## config.mk

```make
export PLATFORM = sky130hd
export DESIGN_NAME = id_decode_stage_flat
export DESIGN_NICKNAME = d
export VERILOG_FILES = /design/src/rtl/id_decode_stage_if.sv /design/src/rtl/id_decode_stage.sv /design/src/flat_wrapper.sv
export SDC_FILE = /design/constraint.sdc
export NUM_CORES = 1
export LEC_CHECK = 0
export ABC_CLOCK_PERIOD_IN_PS = 2360
export BUFFER_PORTS_ARGS = -buffer_cell sky130_fd_sc_hd__buf_2
export CAP_MARGIN = 20
export CORE_MARGIN = 2
export CORE_UTILIZATION = 47
export CTS_BUF_LIST = sky130_fd_sc_hd__clkbuf_2
export DETAILED_ROUTE_END_ITERATION = 10
export PLACE_DENSITY = 0.91
export SYNTH_ARGS = -nofsm -noshare
export SYNTH_HDL_FRONTEND = slang
export SYNTH_SLANG_ARGS = --single-unit
```

## constraint.sdc

```tcl
create_clock -name clk -period 2.36 [get_ports clk]
set_input_delay 0.236 -clock clk [delete_from_list [all_inputs] [get_ports clk]]
set_output_delay 0.236 -clock clk [all_outputs]
set_load 0.05 [all_outputs]
```

## src/rtl/id_decode_stage_if.sv

```systemverilog
// Fetch-to-decode and decode-to-execute handshake bundle for the decode stage.
interface id_decode_stage_if;
  // Fetch side
  logic        in_valid;
  logic        in_ready;
  logic [31:0] in_instr;
  logic        flush;
  // Execute side
  logic        out_valid;
  logic        out_ready;
  logic [3:0]  out_funct;
  logic [1:0]  out_sv;
  logic        out_ls_w_mode;
  logic [4:0]  out_rs1;
  logic [4:0]  out_rs2;
  logic [4:0]  out_rd;
  logic [31:0] out_imm;
  logic        out_src2_imm;
  logic        out_wb_en;
  logic        out_mem_rd;
  logic        out_mem_wr;
  logic        out_illegal;

  // The decode stage itself
  modport slave (
    input  in_valid, in_instr, flush, out_ready,
    output in_ready, out_valid, out_funct, out_sv, out_ls_w_mode, out_rs1, out_rs2, out_rd,
           out_imm, out_src2_imm, out_wb_en, out_mem_rd, out_mem_wr, out_illegal
  );

  // The surrounding pipeline (fetch + execute)
  modport master (
    output in_valid, in_instr, flush, out_ready,
    input  in_ready, out_valid, out_funct, out_sv, out_ls_w_mode, out_rs1, out_rs2, out_rd,
           out_imm, out_src2_imm, out_wb_en, out_mem_rd, out_mem_wr, out_illegal
  );
endinterface

```

## src/rtl/id_decode_stage.sv

```systemverilog
// Instruction decode stage: decodes a 32-bit instruction into an ALU command held in a
// single output slot, with a one-bubble load-use interlock and flush.
module id_decode_stage (
  input logic              clk,
  input logic              rst,
  id_decode_stage_if.slave bus
);

  localparam logic [3:0] FunctNop   = 4'd0;
  localparam logic [3:0] FunctAdd   = 4'd1;
  localparam logic [3:0] FunctSub   = 4'd2;
  localparam logic [3:0] FunctAnd   = 4'd3;
  localparam logic [3:0] FunctOr    = 4'd4;
  localparam logic [3:0] FunctXor   = 4'd5;
  localparam logic [3:0] FunctSrli  = 4'd6;
  localparam logic [3:0] FunctSlli  = 4'd7;
  localparam logic [3:0] FunctRotri = 4'd8;
  localparam logic [3:0] FunctLsw   = 4'd9;
  localparam logic [3:0] FunctSlt   = 4'd10;
  localparam logic [3:0] FunctSubri = 4'd11;
  localparam logic [3:0] FunctMul   = 4'd12;

  typedef struct packed {
    logic [3:0]  funct;
    logic [1:0]  sv;
    logic        ls_w_mode;
    logic [4:0]  rs1;
    logic [4:0]  rs2;
    logic [4:0]  rd;
    logic [31:0] imm;
    logic        src2_imm;
    logic        wb_en;
    logic        mem_rd;
    logic        mem_wr;
    logic        illegal;
  } cmd_t;

  cmd_t        dec, cmd_d, cmd_q;
  logic        valid_d, valid_q;
  logic        reads_rs2, is_store, hazard, slot_free, in_ready;
  logic [31:0] instr, imm_sext, imm_zext;
  logic [5:0]  opcode;

  assign instr    = bus.in_instr;
  assign opcode   = instr[30:25];
  assign imm_sext = {{17{instr[14]}}, instr[14:0]};
  assign imm_zext = {17'd0, instr[14:0]};

  // Decode the incoming word; anything unrecognised collapses to an illegal NOP.
  always_comb begin
    dec           = '0;
    dec.rd        = instr[24:20];
    dec.rs1       = instr[19:15];
    dec.rs2       = instr[14:10];
    dec.illegal   = instr[31];
    reads_rs2     = 1'b0;
    if (!instr[31]) begin
      case (opcode)
        6'b100000: begin
          dec.wb_en = 1'b1;
          reads_rs2 = 1'b1;
          case (instr[4:0])
            5'b00000: dec.funct = FunctAdd;
            5'b00001: dec.funct = FunctSub;
            5'b00010: dec.funct = FunctAnd;
            5'b00011: dec.funct = FunctXor;
            5'b00100: dec.funct = FunctOr;
            5'b00110: dec.funct = FunctSlt;
            5'b01000, 5'b01001, 5'b01011: begin
              // Shift amount lives in the rs2 field; it is not a register read.
              reads_rs2    = 1'b0;
              dec.src2_imm = 1'b1;
              dec.imm      = {27'd0, instr[14:10]};
              dec.funct    = (instr[1:0] == 2'b00) ? FunctSlli :
                             (instr[1:0] == 2'b01) ? FunctSrli : FunctRotri;
            end
            default: dec.illegal = 1'b1;
          endcase
        end
        6'b100001: begin
          dec.funct   = FunctMul;
          dec.wb_en   = 1'b1;
          reads_rs2   = 1'b1;
          dec.illegal = (instr[5:0] != 6'b100100);
        end
        6'b101000, 6'b101001: begin
          dec.funct    = opcode[0] ? FunctSubri : FunctAdd;
          dec.imm      = imm_sext;
          dec.src2_imm = 1'b1;
          dec.wb_en    = 1'b1;
        end
        6'b101010, 6'b101011, 6'b101100: begin
          dec.funct    = (opcode == 6'b101010) ? FunctAnd :
                         (opcode == 6'b101011) ? FunctXor : FunctOr;
          dec.imm      = imm_zext;
          dec.src2_imm = 1'b1;
          dec.wb_en    = 1'b1;
        end
        6'b000010, 6'b001010: begin
          dec.funct    = FunctLsw;
          dec.imm      = imm_sext;
          dec.src2_imm = 1'b1;
          dec.mem_rd   = ~opcode[3];
          dec.mem_wr   = opcode[3];
          dec.wb_en    = ~opcode[3];
        end
        6'b011100: begin
          dec.funct     = FunctLsw;
          dec.ls_w_mode = 1'b1;
          dec.sv        = instr[9:8];
          reads_rs2     = 1'b1;
          dec.mem_rd    = (instr[7:0] == 8'h02);
          dec.mem_wr    = (instr[7:0] == 8'h0A);
          dec.wb_en     = dec.mem_rd;
          dec.illegal   = ~(dec.mem_rd | dec.mem_wr);
        end
        default: dec.illegal = 1'b1;
      endcase
    end
    if (dec.illegal) begin
      dec.funct     = FunctNop;
      dec.sv        = 2'd0;
      dec.ls_w_mode = 1'b0;
      dec.imm       = '0;
      dec.src2_imm  = 1'b0;
      dec.wb_en     = 1'b0;
      dec.mem_rd    = 1'b0;
      dec.mem_wr    = 1'b0;
      reads_rs2     = 1'b0;
    end
  end

  // Load-use interlock: a store's data register (rd field) is also a source.
  assign is_store  = dec.mem_wr;
  assign hazard    = valid_q & cmd_q.mem_rd &
                     ((cmd_q.rd == dec.rs1) | (reads_rs2 & (cmd_q.rd == dec.rs2)) |
                      (is_store & (cmd_q.rd == dec.rd)));
  assign slot_free = ~valid_q | bus.out_ready;
  assign in_ready  = slot_free & ~hazard & ~bus.flush & ~rst;

  // Output slot next state: flush wins, then load, then drain.
  always_comb begin
    valid_d = valid_q;
    cmd_d   = cmd_q;
    if (bus.flush) begin
      valid_d = 1'b0;
    end else if (bus.in_valid && in_ready) begin
      valid_d = 1'b1;
      cmd_d   = dec;
    end else if (slot_free) begin
      valid_d = 1'b0;
    end
  end

  // Output slot register with synchronous reset.
  always_ff @(posedge clk) begin
    if (rst) begin
      valid_q <= 1'b0;
      cmd_q   <= '0;
    end else begin
      valid_q <= valid_d;
      cmd_q   <= cmd_d;
    end
  end

  assign bus.in_ready      = in_ready;
  assign bus.out_valid     = valid_q;
  assign bus.out_funct     = cmd_q.funct;
  assign bus.out_sv        = cmd_q.sv;
  assign bus.out_ls_w_mode = cmd_q.ls_w_mode;
  assign bus.out_rs1       = cmd_q.rs1;
  assign bus.out_rs2       = cmd_q.rs2;
  assign bus.out_rd        = cmd_q.rd;
  assign bus.out_imm       = cmd_q.imm;
  assign bus.out_src2_imm  = cmd_q.src2_imm;
  assign bus.out_wb_en     = cmd_q.wb_en;
  assign bus.out_mem_rd    = cmd_q.mem_rd;
  assign bus.out_mem_wr    = cmd_q.mem_wr;
  assign bus.out_illegal   = cmd_q.illegal;

endmodule

```

## src/flat_wrapper.sv

```systemverilog
// flat-port wrapper written by rule: the top's interface ports become plain ports
module id_decode_stage_flat 
  (clk, rst, bus_in_valid, bus_in_instr, bus_flush, bus_out_ready, bus_in_ready, bus_out_valid, bus_out_funct, bus_out_sv, bus_out_ls_w_mode, bus_out_rs1, bus_out_rs2, bus_out_rd, bus_out_imm, bus_out_src2_imm, bus_out_wb_en, bus_out_mem_rd, bus_out_mem_wr, bus_out_illegal);
  id_decode_stage_if bus_i ();
  input logic clk;
  input logic rst;
  input wire logic [$bits(bus_i.in_valid)-1:0] bus_in_valid;
  input wire logic [$bits(bus_i.in_instr)-1:0] bus_in_instr;
  input wire logic [$bits(bus_i.flush)-1:0] bus_flush;
  input wire logic [$bits(bus_i.out_ready)-1:0] bus_out_ready;
  output wire logic [$bits(bus_i.in_ready)-1:0] bus_in_ready;
  output wire logic [$bits(bus_i.out_valid)-1:0] bus_out_valid;
  output wire logic [$bits(bus_i.out_funct)-1:0] bus_out_funct;
  output wire logic [$bits(bus_i.out_sv)-1:0] bus_out_sv;
  output wire logic [$bits(bus_i.out_ls_w_mode)-1:0] bus_out_ls_w_mode;
  output wire logic [$bits(bus_i.out_rs1)-1:0] bus_out_rs1;
  output wire logic [$bits(bus_i.out_rs2)-1:0] bus_out_rs2;
  output wire logic [$bits(bus_i.out_rd)-1:0] bus_out_rd;
  output wire logic [$bits(bus_i.out_imm)-1:0] bus_out_imm;
  output wire logic [$bits(bus_i.out_src2_imm)-1:0] bus_out_src2_imm;
  output wire logic [$bits(bus_i.out_wb_en)-1:0] bus_out_wb_en;
  output wire logic [$bits(bus_i.out_mem_rd)-1:0] bus_out_mem_rd;
  output wire logic [$bits(bus_i.out_mem_wr)-1:0] bus_out_mem_wr;
  output wire logic [$bits(bus_i.out_illegal)-1:0] bus_out_illegal;
  assign bus_i.in_valid = bus_in_valid;
  assign bus_i.in_instr = bus_in_instr;
  assign bus_i.flush = bus_flush;
  assign bus_i.out_ready = bus_out_ready;
  assign bus_in_ready = bus_i.in_ready;
  assign bus_out_valid = bus_i.out_valid;
  assign bus_out_funct = bus_i.out_funct;
  assign bus_out_sv = bus_i.out_sv;
  assign bus_out_ls_w_mode = bus_i.out_ls_w_mode;
  assign bus_out_rs1 = bus_i.out_rs1;
  assign bus_out_rs2 = bus_i.out_rs2;
  assign bus_out_rd = bus_i.out_rd;
  assign bus_out_imm = bus_i.out_imm;
  assign bus_out_src2_imm = bus_i.out_src2_imm;
  assign bus_out_wb_en = bus_i.out_wb_en;
  assign bus_out_mem_rd = bus_i.out_mem_rd;
  assign bus_out_mem_wr = bus_i.out_mem_wr;
  assign bus_out_illegal = bus_i.out_illegal;
  id_decode_stage u_core (.clk(clk), .rst(rst), .bus(bus_i));
endmodule
```

; After elaboration in Yosys (flattened, before gate mapping)
; Index checks and enable logic that the tools add are counted.
[classes]
eq_ne = 25
n_mux = 24
bitwise = 17
n_reduce_logical = 16
[op_table]
columns = operator, count
row1 = case mux 33 bit (3 select lines), 1
row2 = "equality test 6 bit, second input constant", 7
row3 = 2-to-1 mux 37 bit, 1
row4 = 2-to-1 mux 36 bit, 1
row5 = case mux 4 bit (7 select lines), 1
row6 = case mux 4 bit (5 select lines), 1
row7 = 2-to-1 mux 4 bit, 4
row8 = "equality test 5 x 4 -> 1 bit, second input constant", 3
row9 = equality test 5 bit, 3
row10 = 2-to-1 mux 7 bit, 2
row11 = OR reduction 7 bit, 2
row12 = "equality test 5 x 2 -> 1 bit, second input constant", 2
row13 = "equality test 5 x 3 -> 1 bit, second input constant", 2
row14 = OR reduction 3 bit, 3
row15 = OR reduction 9 bit, 1
row16 = "equality test 8 x 2 -> 1 bit, second input constant", 1
row17 = "equality test 8 x 4 -> 1 bit, second input constant", 1
row18 = OR reduction 2 bit, 4
row19 = bitwise AND 1 bit, 7
row20 = 2-to-1 mux 1 bit, 7
row21 = "equality test 6 x 2 -> 1 bit, second input constant", 1
row22 = "equality test 6 x 4 -> 1 bit, second input constant", 1
row23 = "equality test 6 x 5 -> 1 bit, second input constant", 1
row24 = 2-to-1 mux 6 bit, 1
row25 = 16 further kinds, 24
[word_totals]
ff_bits = 60
in_bits = 37
output_inout_bits = 61
wordCells = 95

; Logic depth before layout (Yosys ltp)
; Gate-level depths: netlist of the first run.
[depth]
depth_word = 16
depth_mapped = 10
depth_no_buf = 6

; Least setup slack after synthesis of the first run
; No wires, ideal clock.
[synth_timing]
path_kind = input to output
start = input bus_in_instr[27]
end = output bus_in_ready
t_arrival_ns = 2.211
required_time_ns = 2.124
setup_slack_ns = -0.087
cell_stages = 8
n_path_buf = 2
path_cell_list = buf_6 > nor4b_2 > and2b_1 > o311a_1 > buf_2 > a2111o_1 > o31ai_1 > a31oi_1
[synth_between]
elab_chain_cells = 13
elab_cells_between_ends = 29
cone_classes = 10 x eq/ne / 7 x mux / 9 x bitwise / 3 x reduce/logical
[synth_rtl]
columns = item, line
row1 = start: declaration, flat_wrapper.sv:8  ; input wire logic [$bits(bus_i.in_instr)-1:0] bus_in_instr;
row2 = equality test 6 bit (tied with other cells), id_decode_stage.sv:58  ; case (opcode)
row3 = OR reduction 7 bit (no source line) / OR reduction 2 bit (equally long branches), --
row4 = case mux 1 bit (4 select lines) / case mux 1 bit (2 select lines) (equally long branches), id_decode_stage.sv:58
row5 = 2-to-1 mux 37 bit / 2-to-1 mux 1 bit (equally long branches), id_decode_stage.sv:57  ; if (!instr[31]) begin
row6 = 2-to-1 mux 1 bit, id_decode_stage.sv:120  ; if (dec.illegal) begin
row7 = bitwise AND 1 bit, id_decode_stage.sv:136  ; ((cmd_q.rd == dec.rs1) | (reads_rs2 & (cmd_q.rd == dec.rs2)) |
row8 = OR 1 bit, id_decode_stage.sv:136
row9 = OR 1 bit (*), id_decode_stage.sv:136
row10 = bitwise AND 1 bit (*), id_decode_stage.sv:135  ; assign hazard = valid_q & cmd_q.mem_rd &
row11 = inverter 1 bit (*), id_decode_stage.sv:139  ; assign in_ready = slot_free & ~hazard & ~bus.flush & ~rst;
row12 = bitwise AND 1 bit (*) (3 in a row), id_decode_stage.sv:139
row13 = end: declaration, flat_wrapper.sv:11  ; output wire logic [$bits(bus_i.in_ready)-1:0] bus_in_ready;
; Mark *: on every way between the ends. The rest lies on a longest branch, timed or not.

; Worst setup path after layout of the first run
[layout_timing]
start = register u_core.cmd_q (netlist bit u_core.bus.out_rd[1])
end = output bus_in_ready
[layout_between]
elab_chain_cells = 9
elab_cells_between_ends = 12
cone_classes = 3 x eq/ne / 9 x bitwise
[layout_rtl]
columns = item, line
row1 = start: declaration, id_decode_stage.sv:38  ; cmd_t dec, cmd_d, cmd_q;
row2 = start signal: assignment, id_decode_stage.sv:162  ; cmd_q <= cmd_d;
row3 = equality test 5 bit, id_decode_stage.sv:136
row4 = bitwise AND 1 bit, id_decode_stage.sv:136
row5 = OR 1 bit, id_decode_stage.sv:136
row6 = OR 1 bit (*), id_decode_stage.sv:136
row7 = bitwise AND 1 bit (*), id_decode_stage.sv:135
row8 = inverter 1 bit (*), id_decode_stage.sv:139
row9 = bitwise AND 1 bit (*) (3 in a row), id_decode_stage.sv:139
; Marked as above.

==> results of run 1 <==
where the power goes:
part / internal [mW] / total, mW / switching (mW) / leakage (nW)
clock: 0.0706 / 0.312 / 0.242 / 0.0288
sequential: 0.760 / 0.774 / 0.0143 / 0.360
combinational: 0.172 / 0.402 / 0.229 / 1.34
total: 1.00 / 1.49 / 0.485 / 1.73
cells by family after synthesis:
kind of cell	count (synthesis)	share of synthesized area
compound gates	91	0.202
xor+xnor	15	0.0462
buf+inv	46	0.101
flops	44	0.310
mux	17	0.0793
simple gates	129	0.262
metal layers:
metal | track usage | up-vias | share of wire
met2 | 0.400 | 173 | 0.48
met3 | 0.0484 | 23 | 0.082
met1 | 0.307 | 1395 | 0.42
met5 | 0 | - | 0
met4 | 0.0900 | 0 | 0.027
li1 | - | 1412 | -
critical path: cells and delay by family (launching register included):
| family | cells | cell delay [ns] |
|---|---|---|
| compound gates | 4 | 0.98 |
| flops | 1 | 0.40 |
| buf+inv | 2 | 0.30 |
| xor+xnor | 1 | 0.12 |
| simple gates | 1 | 0.09 |
state kept, by name (all words and copies together) (netlist names):
register / count
u_core.bus.out_sv: 2
u_core.bus.out_illegal: 1
u_core.bus.out_rd: 5
u_core.bus.out_rs1: 5
u_core.bus.out_src2_imm: 1
u_core.bus.out_mem_rd: 1
u_core.bus.out_imm: 16
u_core.bus.out_rs2: 5
u_core.bus.out_mem_wr: 1
u_core.bus.out_wb_en: 1
u_core.bus.out_funct: 4
u_core.bus.out_ls_w_mode: 1
u_core.bus.out_valid: 1
cell usage in the layout (no fill, tap or decap), drive strengths merged, types with 2 or more instances in the layout:
master     n
buf      147
nand2     26
nor2b     49
o311ai     2
nor3b      4
clkbuf    10
nor4       4
nand3      8
nor3       6
mux2      17
a2111oi    2
a22o       5
xor2       2
a21oi      2
nor4b      8
nor2      12
dfxtp     44
o21ai     59
xnor2     13
a31oi      2
o31ai      3
nand2b     4
final cells by class:
type / count / area share
Clock buffer: 6 / 0.00781
Clock inverter: 1 / 0.00130
Inverter: 1 / 0.000976
Multi-Input combinational cell: 252 / 0.463
Sequential cell: 44 / 0.234
Tap cell: 75 / 0.0244
Timing Repair Buffer: 151 / 0.268
worst paths after layout:
path                                                from  slack, ns  cells after the start                        to
worst max-delay path                u_core.bus.out_rd[1]      -0.18                      8              bus_in_ready
worst min-delay path                     bus_in_instr[6]       0.06                      3     u_core.bus.out_imm[6]
worst max register to register      u_core.bus.out_rd[1]      -0.02                     10      u_core.bus.out_rd[1]
worst min register to register  u_core.bus.out_ls_w_mode       0.53                      1  u_core.bus.out_ls_w_mode
what timing repair did:
action	CTS	global route
gates resized for setup	12	30
buffers inserted	9	2
endpoints found under the setup margin	1	44
endpoints found under the hold margin	0	0
pin swaps	7	7
gates cloned	0	5
==> metrics.csv, run 1 <==
metric,value,unit
status,"complete, but fails checks",
violations,setup timing,
slowest_delay,0.45,ns
worst_pin_slew,0.394,ns
area_growth,35.3,%
fin_area,3840,µm²
synthCells,342,
critPathCaptureType,output port,
seq_area,900,µm²
vias_per_cell,5.67,
synth-seq-cells,44,
setup_viol,11,
synth_area_leaders,"dfxtp_1 31%, nor2b_1 11%, o21ai_0 9.7%, mux2_4 4.8%, buf_4 4.2%",
drt_wl_total,8.66,mm
synth_top_area_cell,dfxtp_1,
crit_chain,buf_6 -> xnor2_2 -> nand2_1 -> a211o_1 -> a2111o_1 -> o31ai_2 -> a31oi_2 -> buf_6,
cts_num_sinks,44,
drt_pass1_iterations,5,
dp.cells,507,
power,1.49,mW
num-fill-cells,474,
min_path_type,in2reg,
crit_top_cell,buf_6,
skew,0.00800,ns
ys_seq_area_frac,0.310,
post_synth.cell_area_avg,8.31,µm²
critPathMaxFanout,2,
synth_ff_type,dfxtp_1,
clock_path_buffers,2,
grt_max_degree,31,
wl_per_cell,16.3,µm
synthArstFlopShare,0,
ios,98,
gr-total-overflow,0,
drive_above_1_share,0.431,
clk_latency,0.42,ns
yosysMostFrequentCell,o21ai_0,
relSlewSlack,0.731,
slew_viol_final,0,
antenna_found_initial,0,
cts_buffers,5,
stdcell_count,530,
clk_pin_slew,0.21,ns
ant_nets,0,
max_freq,394,MHz
synth_top_area_share,0.310,
n_antenna_cell,0,
nets,492,
fin_crit,2.54,ns
synth.cell_area,2840,µm²
grt_pass1_wl,12.4,mm
worst_ep_arrival_time,2.30,ns
hold_viol,0,
die_h,81.8,µm
die_x,81.8,µm
grt_use_total,0.240,
multiInputGateArea,1780,µm²
power.density,387,nW/µm²
critPathKind,reg2out,
drt-initial-drc-count,383,
setup_ws,-0.176,ns
num_vias,3003,
post-place-ws,-0.142,ns
die-area,6680,µm²
cts_tree,yes,
tns,-0.330,ns
postCtsHoldBufs,0,
fin_crit_sh,1.07,
rows,28,
ys_top_cells_by_count,"55 x o21ai_0, 49 x nor2b_1, 44 x dfxtp_1",
start_kind,flip-flop,
yosysUniqueCellTypes,57,
gp_congestion,0.894,
yosys_warnings,0,
grt_pass1_vias,2714,
required,2.12,ns
grt_setup_unrepaired,true,
drv_cap,0,
initial_core_util,0.483,
ctsHtreeMaxLevel,2,
place_area,3470,µm²
synth_edf_count,0,
root_buffer,clkbuf_2,
drc,0,
crit_slowest_cell,a2111o_1,
portBuffers,97,
synth_nets,379,
hold_ws,0.0553,ns
core-area,5890,µm²
power.leakage,1.73,nW
vdd_ir_drop_max,304,µV
final_core_util,0.653,
dpl.hpwl,5.74,mm
(Power assumes the default switching activity.)
==> inputs of run 2 (changes only) <==
--- a/config.mk
+++ b/config.mk
@@ -5,7 +5,7 @@
 export SDC_FILE = /design/constraint.sdc
 export NUM_CORES = 1
 export LEC_CHECK = 0
-export ABC_CLOCK_PERIOD_IN_PS = 2360
+export ABC_CLOCK_PERIOD_IN_PS = 2190
 export BUFFER_PORTS_ARGS = -buffer_cell sky130_fd_sc_hd__buf_2
 export CAP_MARGIN = 20
 export CORE_MARGIN = 2
==> constraint.sdc (replaced) <==
create_clock -name clk -period 2.19 [get_ports clk]
set_input_delay 0.219 -clock clk [delete_from_list [all_inputs] [get_ports clk]]
set_output_delay 0.219 -clock clk [all_outputs]
set_load 0.05 [all_outputs]
==> run 2 against run 1 <==
The flow still finishes with violations (setup timing). Clock power grew 13%. Hold slack lost 0.037 ns. Final cell count grew 1.7%. Clock skew grew 0.010 ns. First-iteration DRC count shrank 14%. Critical path depth shrank 1.
==> metrics.csv, run 2 (synthesis gave the netlist of run 1 again) <==
metric,value,unit,change
n_antenna_cell,0,,unchanged
wl_per_cell,16.6,µm,+1.8%
num_vias,3031,,+0.93%
grt_setup_unrepaired,true,,
drive_above_1_share,0.438,,+0.00673
skew,0.0181,ns,+0.0101 ns
die-area,6680,µm²,unchanged
ctsHtreeMaxLevel,2,,unchanged
dpl.hpwl,6.15,mm,+7.1%
cts_num_sinks,44,,unchanged
antenna_found_initial,0,,unchanged
min_path_type,in2reg,,
drt_pass1_iterations,5,,unchanged
critPathKind,reg2out,,
max_freq,398,MHz,
grt_max_degree,29,,-6.5%
cts_tree,yes,,
num-fill-cells,484,,+2.1%
gp_congestion,0.915,,+2.3%
drc,0,,unchanged
gr-total-overflow,0,,unchanged
final_cell_mix,"96 x buf_2, 54 x buf_4, 49 x nor2b_1",,
hold_viol,0,,unchanged
rows,28,,unchanged
r2r-end,u_core.bus.out_rd[4],,
root_buffer,clkbuf_2,,
start_kind,flip-flop,,
drv_cap,0,,unchanged
worst_ep_arrival_time,2.29,ns,about the same
power,1.63,mW,+9.2%
fin_crit,2.51,ns,
clock_path_buffers,2,,unchanged
reg2reg_slack,-0.14,ns,-0.12 ns
violations,setup timing,,
vdd_ir_drop_max,337,µV,+11%
power.leakage,1.74,nW,+0.48%
final_common_cell,buf_2,,
power.density,418,nW/µm²,+8.1%
ios,98,,unchanged
clk_latency,0.43,ns,about the same
relSlewSlack,0.619,,-0.112
worst_pin_slew,0.564,ns,+0.170 ns
r2r_start,u_core.bus.out_rd[2],,
ant_nets,0,,unchanged
grt_use_total,0.264,,+0.0238
hold_depth,2,,-1
status,"complete, but fails checks",,
setup_viol,32,,+21
drt_wl_total,8.97,mm,+3.5%
slew_viol_final,0,,unchanged
setup_ws,-0.323,ns,-0.147 ns
worst_r2r_path_depth,8,,-2
initial_core_util,0.483,,unchanged
grt_pass1_vias,2871,,+5.8%
critPathMaxFanout,5,,+3
drt-initial-drc-count,330,,-14%
area_growth,36.8,%,
required,1.97,ns,-0.15 ns
fin_crit_sh,1.15,,
hold_ws,0.0182,ns,-0.0371 ns
vias_per_cell,5.62,,-0.75%
hp-start,bus_in_instr[17],,
die_x,81.8,µm,unchanged
die_h,81.8,µm,unchanged
core-area,5890,µm²,unchanged
postCtsHoldBufs,0,,unchanged
cts_buffers,5,,unchanged
nets,501,,+1.8%
holdPathEnd,u_core.bus.out_rs1[2],,
largest_register_ffs,16,,unchanged
grt_pass1_wl,13.5,mm,+8.7%
clk_pin_slew,0.23,ns,+0.02 ns
critPathCaptureType,output port,,
portBuffers,97,,unchanged
run 2: power by group:
group | total, mW | internal [mW] | switching, mW
logic | 0.439 | 0.190 | 0.248
registers | 0.836 | 0.820 | 0.0161
clock network | 0.351 | 0.0703 | 0.281
total | 1.63 | 1.08 | 0.545
run 2: through the flow:
step | utilization | area, µm² | instances | setup slack (ns) | TNS (ns)
floorplan | - | 2890 | 342 | -0.0611 | -0.481
global placement | 0.604 | 3550 | 516 | -0.298 | -10.60
detailed placement | 0.604 | 3550 | 516 | -0.311 | -10.67
CTS | 0.632 | 3720 | 530 | -0.308 | -0.921
global route | 0.661 | 3890 | 539 | -0.372 | -5.94
finish | 0.661 | 3890 | 539 | -0.323 | -3.02
run 2: routing by layer:
layer  track usage  share of wire  up-vias
met5             0              0        -
met4         0.118          0.031        0
met3        0.0451          0.082       37
met2         0.451           0.50      174
met1         0.325           0.39     1388
li1              -              -     1432
run 2: worst max-delay path by stage:
stage	start	endpoint	slack, ns	depth (start not counted)
2_1_floorplan	bus_in_instr[27]	u_core.bus.out_rd[2]	-0.06	9
3_3_place_gp	bus_in_instr[30]	u_core.bus.out_rd[4]	-0.30	8
3_5_place_dp	bus_in_instr[27]	u_core.bus.out_rd[4]	-0.31	8
4_1_cts	u_core.bus.out_rd[1]	bus_in_ready	-0.31	7
5_1_grt	u_core.bus.out_rd[2]	bus_in_ready	-0.37	7
6_report	u_core.bus.out_rd[2]	bus_in_ready	-0.32	7
run 2: layout make-up:
class	count	area [µm²]	share of cell area
inverter	1	3.75	0.000966
timing repair buffer	160	1100	0.284
tap	75	93.8	0.0241
clock buffer	5	25.0	0.00644
clock inverter	2	12.5	0.00322
multi-input combinational	252	1750	0.451
sequential	44	897	0.231
run 2: critical path, stage by stage (launching register included):
cell,delay (ns)
dfxtp_2,0.41
xnor2_1,0.21
nand2_1,0.11
a311o_1,0.35
a2111o_1,0.43
o31ai_2,0.09
a31oi_2,0.12
buf_6,0.17
run 2: timing repair:
item / in CTS / in global routing
resized for setup: 11 / 25
gates cloned: 2 / 3
hold endpoints to repair: 0 / 0
pin swaps: 5 / 5
setup endpoints to repair: 6 / 44
setup buffers: 5 / 6
